[src/rtl/instr_sequencer.sv]
// Multi-cycle fetch/decode/execute/write-back sequencer for the single-issue CPU.
// Owns the PC, the instruction register, write-back gating and branch resolution.
module instr_sequencer #(
  parameter int PC_WIDTH     = 32,
  parameter int RESET_PC     = 0,
  parameter int OFFSET_WIDTH = 8,
  parameter int MEM_TIMEOUT  = 64
) (
  input  logic                CLK,
  input  logic                RESET,
  output logic [PC_WIDTH-1:0] PC,
  output logic                IMEM_READ,
  input  logic                IMEM_BUSYWAIT,
  input  logic [31:0]         IMEM_RDATA,
  output logic [31:0]         INSTRUCTION,
  input  logic                WRITEENABLE,
  input  logic                BRAZ,
  input  logic                BRANZ,
  input  logic                BRAUNCOND,
  input  logic                ZERO,
  output logic                REG_WRITE_EN,
  output logic                HALTED,
  output logic [1:0]          ERROR,
  output logic [15:0]         INSTR_COUNT
);
  localparam int WCW = $clog2(MEM_TIMEOUT + 1);

  typedef enum logic [2:0] {S_FETCH, S_WAIT, S_DECODE, S_EXEC, S_WB, S_HALT} state_t;

  state_t                  state;
  logic [WCW-1:0]          wait_cnt;
  logic [WCW-1:0]          wait_nxt;
  logic                    zero_q;
  logic [3:0]              opcode;
  logic                    is_branch;
  logic                    taken;
  logic [OFFSET_WIDTH-1:0] offset;
  logic [PC_WIDTH-1:0]     off_ext;
  logic [PC_WIDTH-1:0]     pc_seq;
  logic [PC_WIDTH-1:0]     pc_tgt;

  // Opcodes 1001..1011 are branches; anything above 1011 is illegal.
  assign opcode    = INSTRUCTION[31:28];
  assign is_branch = (opcode > 4'h8) && (opcode < 4'hC);
  assign taken     = is_branch & (BRAUNCOND | (BRAZ & zero_q) | (BRANZ & ~zero_q));
  assign offset    = INSTRUCTION[OFFSET_WIDTH-1:0];
  assign off_ext   = {{(PC_WIDTH-OFFSET_WIDTH){offset[OFFSET_WIDTH-1]}}, offset};
  assign pc_seq    = PC + PC_WIDTH'(4);
  assign pc_tgt    = pc_seq + (off_ext << 2);
  assign wait_nxt  = wait_cnt + WCW'(1);

  always_ff @(posedge CLK) begin
    if (RESET) begin
      state        <= S_FETCH;
      PC           <= PC_WIDTH'(RESET_PC);
      INSTRUCTION  <= '0;
      IMEM_READ    <= 1'b0;
      REG_WRITE_EN <= 1'b0;
      HALTED       <= 1'b0;
      ERROR        <= 2'b00;
      INSTR_COUNT  <= '0;
      wait_cnt     <= '0;
      zero_q       <= 1'b0;
    end else begin
      REG_WRITE_EN <= 1'b0;
      case (state)
        S_FETCH: begin
          IMEM_READ <= 1'b1;
          wait_cnt  <= '0;
          state     <= S_WAIT;
        end
        S_WAIT: begin
          if (!IMEM_BUSYWAIT) begin
            INSTRUCTION <= IMEM_RDATA;
            IMEM_READ   <= 1'b0;
            state       <= S_DECODE;
          end else if (wait_nxt == WCW'(MEM_TIMEOUT)) begin
            IMEM_READ <= 1'b0;
            HALTED    <= 1'b1;
            ERROR     <= 2'b10;
            state     <= S_HALT;
          end else begin
            wait_cnt <= wait_nxt;
          end
        end
        S_DECODE: begin
          if (opcode > 4'hB) begin
            HALTED <= 1'b1;
            ERROR  <= 2'b01;
            state  <= S_HALT;
          end else begin
            state <= S_EXEC;
          end
        end
        S_EXEC: begin
          // Branches never write the register file, even with WRITEENABLE unknown.
          zero_q       <= ZERO;
          REG_WRITE_EN <= !is_branch && (WRITEENABLE === 1'b1);
          state        <= S_WB;
        end
        S_WB: begin
          PC          <= taken ? pc_tgt : pc_seq;
          INSTR_COUNT <= INSTR_COUNT + 16'd1;
          state       <= S_FETCH;
        end
        default: begin
          IMEM_READ <= 1'b0;
          state     <= S_HALT;
        end
      endcase
    end
  end
endmodule

[config.mk]
export PLATFORM = sky130hd
export DESIGN_NAME = instr_sequencer
export DESIGN_NICKNAME = d
export VERILOG_FILES = /design/src/rtl/instr_sequencer.sv
export SDC_FILE = /design/constraint.sdc
export NUM_CORES = 1
export LEC_CHECK = 0
export ABC_AREA = 0
export CAP_MARGIN = 0
export CORE_UTILIZATION = 57
export DETAILED_ROUTE_END_ITERATION = 7
export GPL_ROUTABILITY_DRIVEN = 0
export PLACE_DENSITY = 0.94
export SKIP_CTS_REPAIR_TIMING = 1
export SYNTH_ARGS = -nofsm -noshare
export SYNTH_HDL_FRONTEND = slang
export SYNTH_SLANG_ARGS = --single-unit
[constraint.sdc]
create_clock -name CLK -period 5.64 [get_ports CLK]
set_input_delay 0.564 -clock CLK [delete_from_list [all_inputs] [get_ports CLK]]
set_output_delay 0.564 -clock CLK [all_outputs]
set_load 0.005 [all_outputs]
Yosys cells after proc, flatten, opt, wreduce, memory -nomap -nowiden
Index checks and enable logic that the tools add are counted.
Widths: inputs -> output; s select.

storage, ports and cells
  flip-flop bits (word level) = 96
  input port bits = 40
  output and inout port bits = 85

operators by class
  $add $sub $neg = 4
  magnitude comparators = 3
  equal/unequal tests = 11
  mux-type cells = 19
  bitwise logic cells = 9
  reduce and logical (&&, ||, !) cells = 12

operators with widths
  operator               count
  $add 32x3->32 const B  1
  $add 32x32->32         1
  $mux 32                1
  $add 16x1->16 const B  1
  $pmux 3 s5             1
  $mux 7                 2
  $pmux 7 s2             1
  $mux 3                 3
  $gt 4x4->1 const B     2
  $ne 2x2->1 const B     4
  $add 7x1->7 const B    1
  $eq 7x7->1 const B     1
  $eq 3x2->1 const B     2
  $mux 2                 3
  $mux 1                 5
  $lt 4x4->1 const B     1
  $not 1->1              4
  $pmux 2 s2             1
  $reduce_and 2->1       2
  $reduce_and 4->1       1
  $reduce_bool 2->1      2
  $and 1x1->1            3
  $eq 3x1->1 const B     1
  $eq 3x3->1 const B     1
  other kinds (11)       13

Logic depth before layout (Yosys ltp)
  depth in word-level cells = 5
  mapped depth = 16

Least setup slack after synthesis
No wires, ideal clock.

  path type = reg-to-reg
  from = reg PC[4]
  to = reg PC[26]
  data arrival time = 3.244 ns
  path slack = 2.301 ns
  stages on the path, launching flop included = 16
  buffers on the path = 1
  clock period less this slack = 3.339 ns
  path through = dfxtp_1 and3_2 and3_1 and2_1 nand3_1 xnor2_1 ha_1 clkbuf_1 a21oi_1 nor2b_1 a2111oi_0 nor2_1 a31oi_1 o21ai_0 xnor2_1 a221oi_1

between the ends
  word-level cells in the longest chain between the ends = 3

ends and longest elaborated chain
  element                   RTL line  text
  start: declaration        11        output logic [PC_WIDTH-1:0] PC,
  start signal: assignment  55        PC <= PC_WIDTH'(RESET_PC);
  start signal: assignment  102       PC <= taken ? pc_tgt : pc_seq;
  $add 32x3->32 *           48        assign pc_seq = PC + PC_WIDTH'(4);
  $add 32x32->32            49        assign pc_tgt = pc_seq + (off_ext << 2);
  $mux 32 *                 102

Mark *: on every way between the ends. The rest lies on a longest branch, timed or not.
A chain may end at the register's enable or synchronous reset.

Worst setup path in the final report
Ends and elaborated chain as after synthesis.

==> impl_metrics.env <==
export IMPL_drive_above_1_share=0.04584
export IMPL_cp_cell_sequence="and3_2, and3_1, and2_1, nand3_1, xnor2_1, ha_1, a21oi_1, nor2b_1, a2111oi_0, nor2_1, a31oi_1, o21ai_0, xnor2_1, a221oi_1"
export IMPL_die_w_um=107.3
export IMPL_hold_viol=0
export IMPL_clock_skew_ps=15.97
export IMPL_cp_end_kind="flip-flop"
export IMPL_diodes=0
export IMPL_dr_pass1_iters=5
export IMPL_netlist_area_mm2=0.006325
export IMPL_slowest_delay_ps=500
export IMPL_cp_common_cell="xnor2_1"
export IMPL_dp_cells=1064
export IMPL_grt_pass1_wl_mm=28.49
export IMPL_min_path_cells=2
export IMPL_area_growth_pct=22.28
export IMPL_synth_top_area_cell="dfxtp_1"
export IMPL_reg2reg_setup_slack_ps=1670
export IMPL_routed_top_layer="met4"
export IMPL_core_area_mm2=0.01084
export IMPL_power_density_mw_per_mm2=173.7
export IMPL_routed_wl_mm=17.14
export IMPL_rsz0062_at_grt="no"
export IMPL_ant_nets=0
export IMPL_synth_flop_cell="dfxtp_1"
export IMPL_yosysWarningCount=0
export IMPL_synth_edf_count=0
export IMPL_met1_length_mm=7.044
export IMPL_grt_ovfl_total=0
export IMPL_synth_cell_types=69
export IMPL_drt_iter0_markers=479
export IMPL_setup_viol=0
export IMPL_io_pins=125
export IMPL_multi_input_comb_area_mm2=0.004159
export IMPL_drc=0
export IMPL_synthArstFlopShare=0
export IMPL_grt_pass1_vias=6147
export IMPL_hpwl_mm=12.40
export IMPL_cts_made_buffers=9
export IMPL_track_usage=0.3091
export IMPL_holdCritPathClass="flip-flop to flip-flop"
export IMPL_root_buffer="clkbuf_8"
export IMPL_outcome="completed"
export IMPL_instances_no_fill=1078
export IMPL_max_slew_margin_rel=0.2941
export IMPL_wl_met2_mm=8.180
export IMPL_cp_arrival_ps=4260
export IMPL_min_period_ps=3970
export IMPL_finalSetupTns_ps=0
export IMPL_syn_area_per_cell_um2=7.521
export IMPL_reg2reg_depth=14
export IMPL_critPathLaunchType="flip-flop"
export IMPL_io_buffers=122
export IMPL_via_per_inst=6.093
export IMPL_worst_slew_pin_slew_ps=1053
export IMPL_ir_worst_vdd_mv=0.1832
export IMPL_r2r_end="PC[26]$_SDFFE_PP0P_"
export IMPL_critPathMaxFanout=7
export IMPL_grt_max_degree=84
export IMPL_ys_ff_latch=94
export IMPL_max_freq_mhz=251.9
export IMPL_cts_num_sinks=94
export IMPL_fin_crit_sh=0.7039
export IMPL_cp_top_family="compound AO/OA/AOI/OAI gates"
export IMPL_yosys_cell_count_top_type="nand2_1"
export IMPL_drv_cap=0
export IMPL_start_util=0.5834
export IMPL_synth_area_top_cells="dfxtp_1, a21oi_1, nand2_1"
export IMPL_path_class="flip-flop to flip-flop"
export IMPL_die_y_um=107.3
export IMPL_r2r_start="PC[4]$_SDFFE_PP0P_"
export IMPL_critPathLaunch="PC[4]$_SDFFE_PP0P_"
export IMPL_antenna_found_initial=0
export IMPL_h_tree_depth=3
export IMPL_min_to="INSTRUCTION[25]$_SDFFE_PP0P_"
export IMPL_dr_wl_met3_mm=1.525
export IMPL_tritoncts="built"
export IMPL_required_ps=5930
export IMPL_min_delay_start="INSTRUCTION[25]$_SDFFE_PP0P_"
export IMPL_synth_top_cell_area_share=0.2975
export IMPL_report_final_slew_viol_count=0
export IMPL_clockBufferDepth=2
export IMPL_dieArea_mm2=0.01152
export IMPL_layout_nets=1015
export IMPL_cp_slowest_cell="a2111oi_0"
export IMPL_clkLatencyLatePin_ps=380
export IMPL_via_count=6568
export IMPL_postSynthCellCount=841
export IMPL_p_leak_nw=3.056
export IMPL_final_fill_count=844
export IMPL_total_power_mw=1.344
export IMPL_wl_per_cell_um=15.90
export IMPL_synth_commonest_cells="nand2_1, a21oi_1, dfxtp_1, nor2_1, o21ai_0"
export IMPL_synth_seq_area_share=0.2975
export IMPL_std_cell_rows=38
export IMPL_seq_area_mm2=0.001882
export IMPL_clk_pin_slew_ps=90
export IMPL_crit_buf_inv=0
-- worst max path at each step --
stage                                endpoint  slack (ps)  cells past startpoint
final                     PC[26]$_SDFFE_PP0P_        1670                     14
after global routing      PC[26]$_SDFFE_PP0P_        1460                     14
after CTS                 PC[26]$_SDFFE_PP0P_        1810                     14
after detailed placement  PC[26]$_SDFFE_PP0P_        1880                     12
after global placement    PC[26]$_SDFFE_PP0P_        1970                     12
after floorplan           PC[26]$_SDFFE_PP0P_        2300                     15
-- routing by layer --
| layer | track usage | vias to the layer above |
|---|---|---|
| li1 | - | 3192 |
| met1 | 0.3656 | 3050 |
| met2 | 0.5230 | 283 |
| met3 | 0.09262 | 43 |
| met4 | 0.1213 | 0 |
| met5 | 0 | - |
-- stage by stage --
| step | setup slack, ps | hold slack, ps | area [um2] | util |
|---|---|---|---|---|
| finish | 1670 | 454.9 | 7734 | 0.7134 |
| global route | 1460 | 477.7 | 7734 | 0.7134 |
| CTS | 1813 | 457.9 | 7734 | 0.7134 |
| detailed placement | 1877 | 445.7 | 7556 | 0.6970 |
| global placement | 1971 | 436.2 | 7556 | 0.6970 |
| floorplan | 2301 | 441.4 | 6329 | - |
-- power breakdown --
part	leakage (nW)	internal, mW	switching [mW]	total [mW]
sequential	0.761	0.682	0.0208	0.703
combinational	2.21	0.0944	0.106	0.200
clock	0.0842	0.200	0.241	0.440
total	3.06	0.976	0.367	1.34
-- cells by family after synthesis --
family / after synthesis / synth area share
multiplexers: 6 / 0.009891
buffers and inverters: 66 / 0.04728
adder cells (fa/ha/maj): 40 / 0.08032
XOR/XNOR: 62 / 0.08586
flip-flops: 94 / 0.2975
other: 1 / 0.0005929
AO/OA/AOI/OAI: 242 / 0.2324
AND/OR/NAND/NOR: 330 / 0.2461
-- area by class of cell --
type | instances | area share
Tap cell | 140 | 0.02265
Timing Repair Buffer | 129 | 0.1641
Clock inverter | 4 | 0.006471
Clock buffer | 10 | 0.01650
Inverter | 19 | 0.009222
Sequential cell | 94 | 0.2433
Multi-Input combinational cell | 682 | 0.5378
-- layout by cell type (no fill, tap or decap), types with 7 or more instances in the layout --
cell type        count
nand2_1            134
nor3_1              11
nor2_1              68
a31oi_1             11
dfxtp_1             94
xnor2_1             31
and3_1              19
a21oi_1            101
a211oi_1            12
a21o_1              19
nand3_1             34
nand4_1             19
clkdlybuf4s50_1    121
buf_4                7
o21ai_0             48
clkbuf_8             9
inv_1               19
xor2_1              31
ha_1                39
-- worst register-to-register path: cells and delay by family (launching register included) --
kind | cells | cell delay (ps)
simple gates | 6 | 1120
xor+xnor | 2 | 330
fa+ha+maj | 1 | 380
compound gates | 5 | 1620
flops | 1 | 450
-- sequential cells by signal, summed over array words and instances, names as in the netlist --
name and cells:
zero_q 1, REG_WRITE_EN 1, wait_cnt 7, IMEM_READ 1
ERROR 2, HALTED 1, INSTR_COUNT 16, state 3
INSTRUCTION 32, PC 30
No activity file was read; power rests on OpenSTA's default activity.
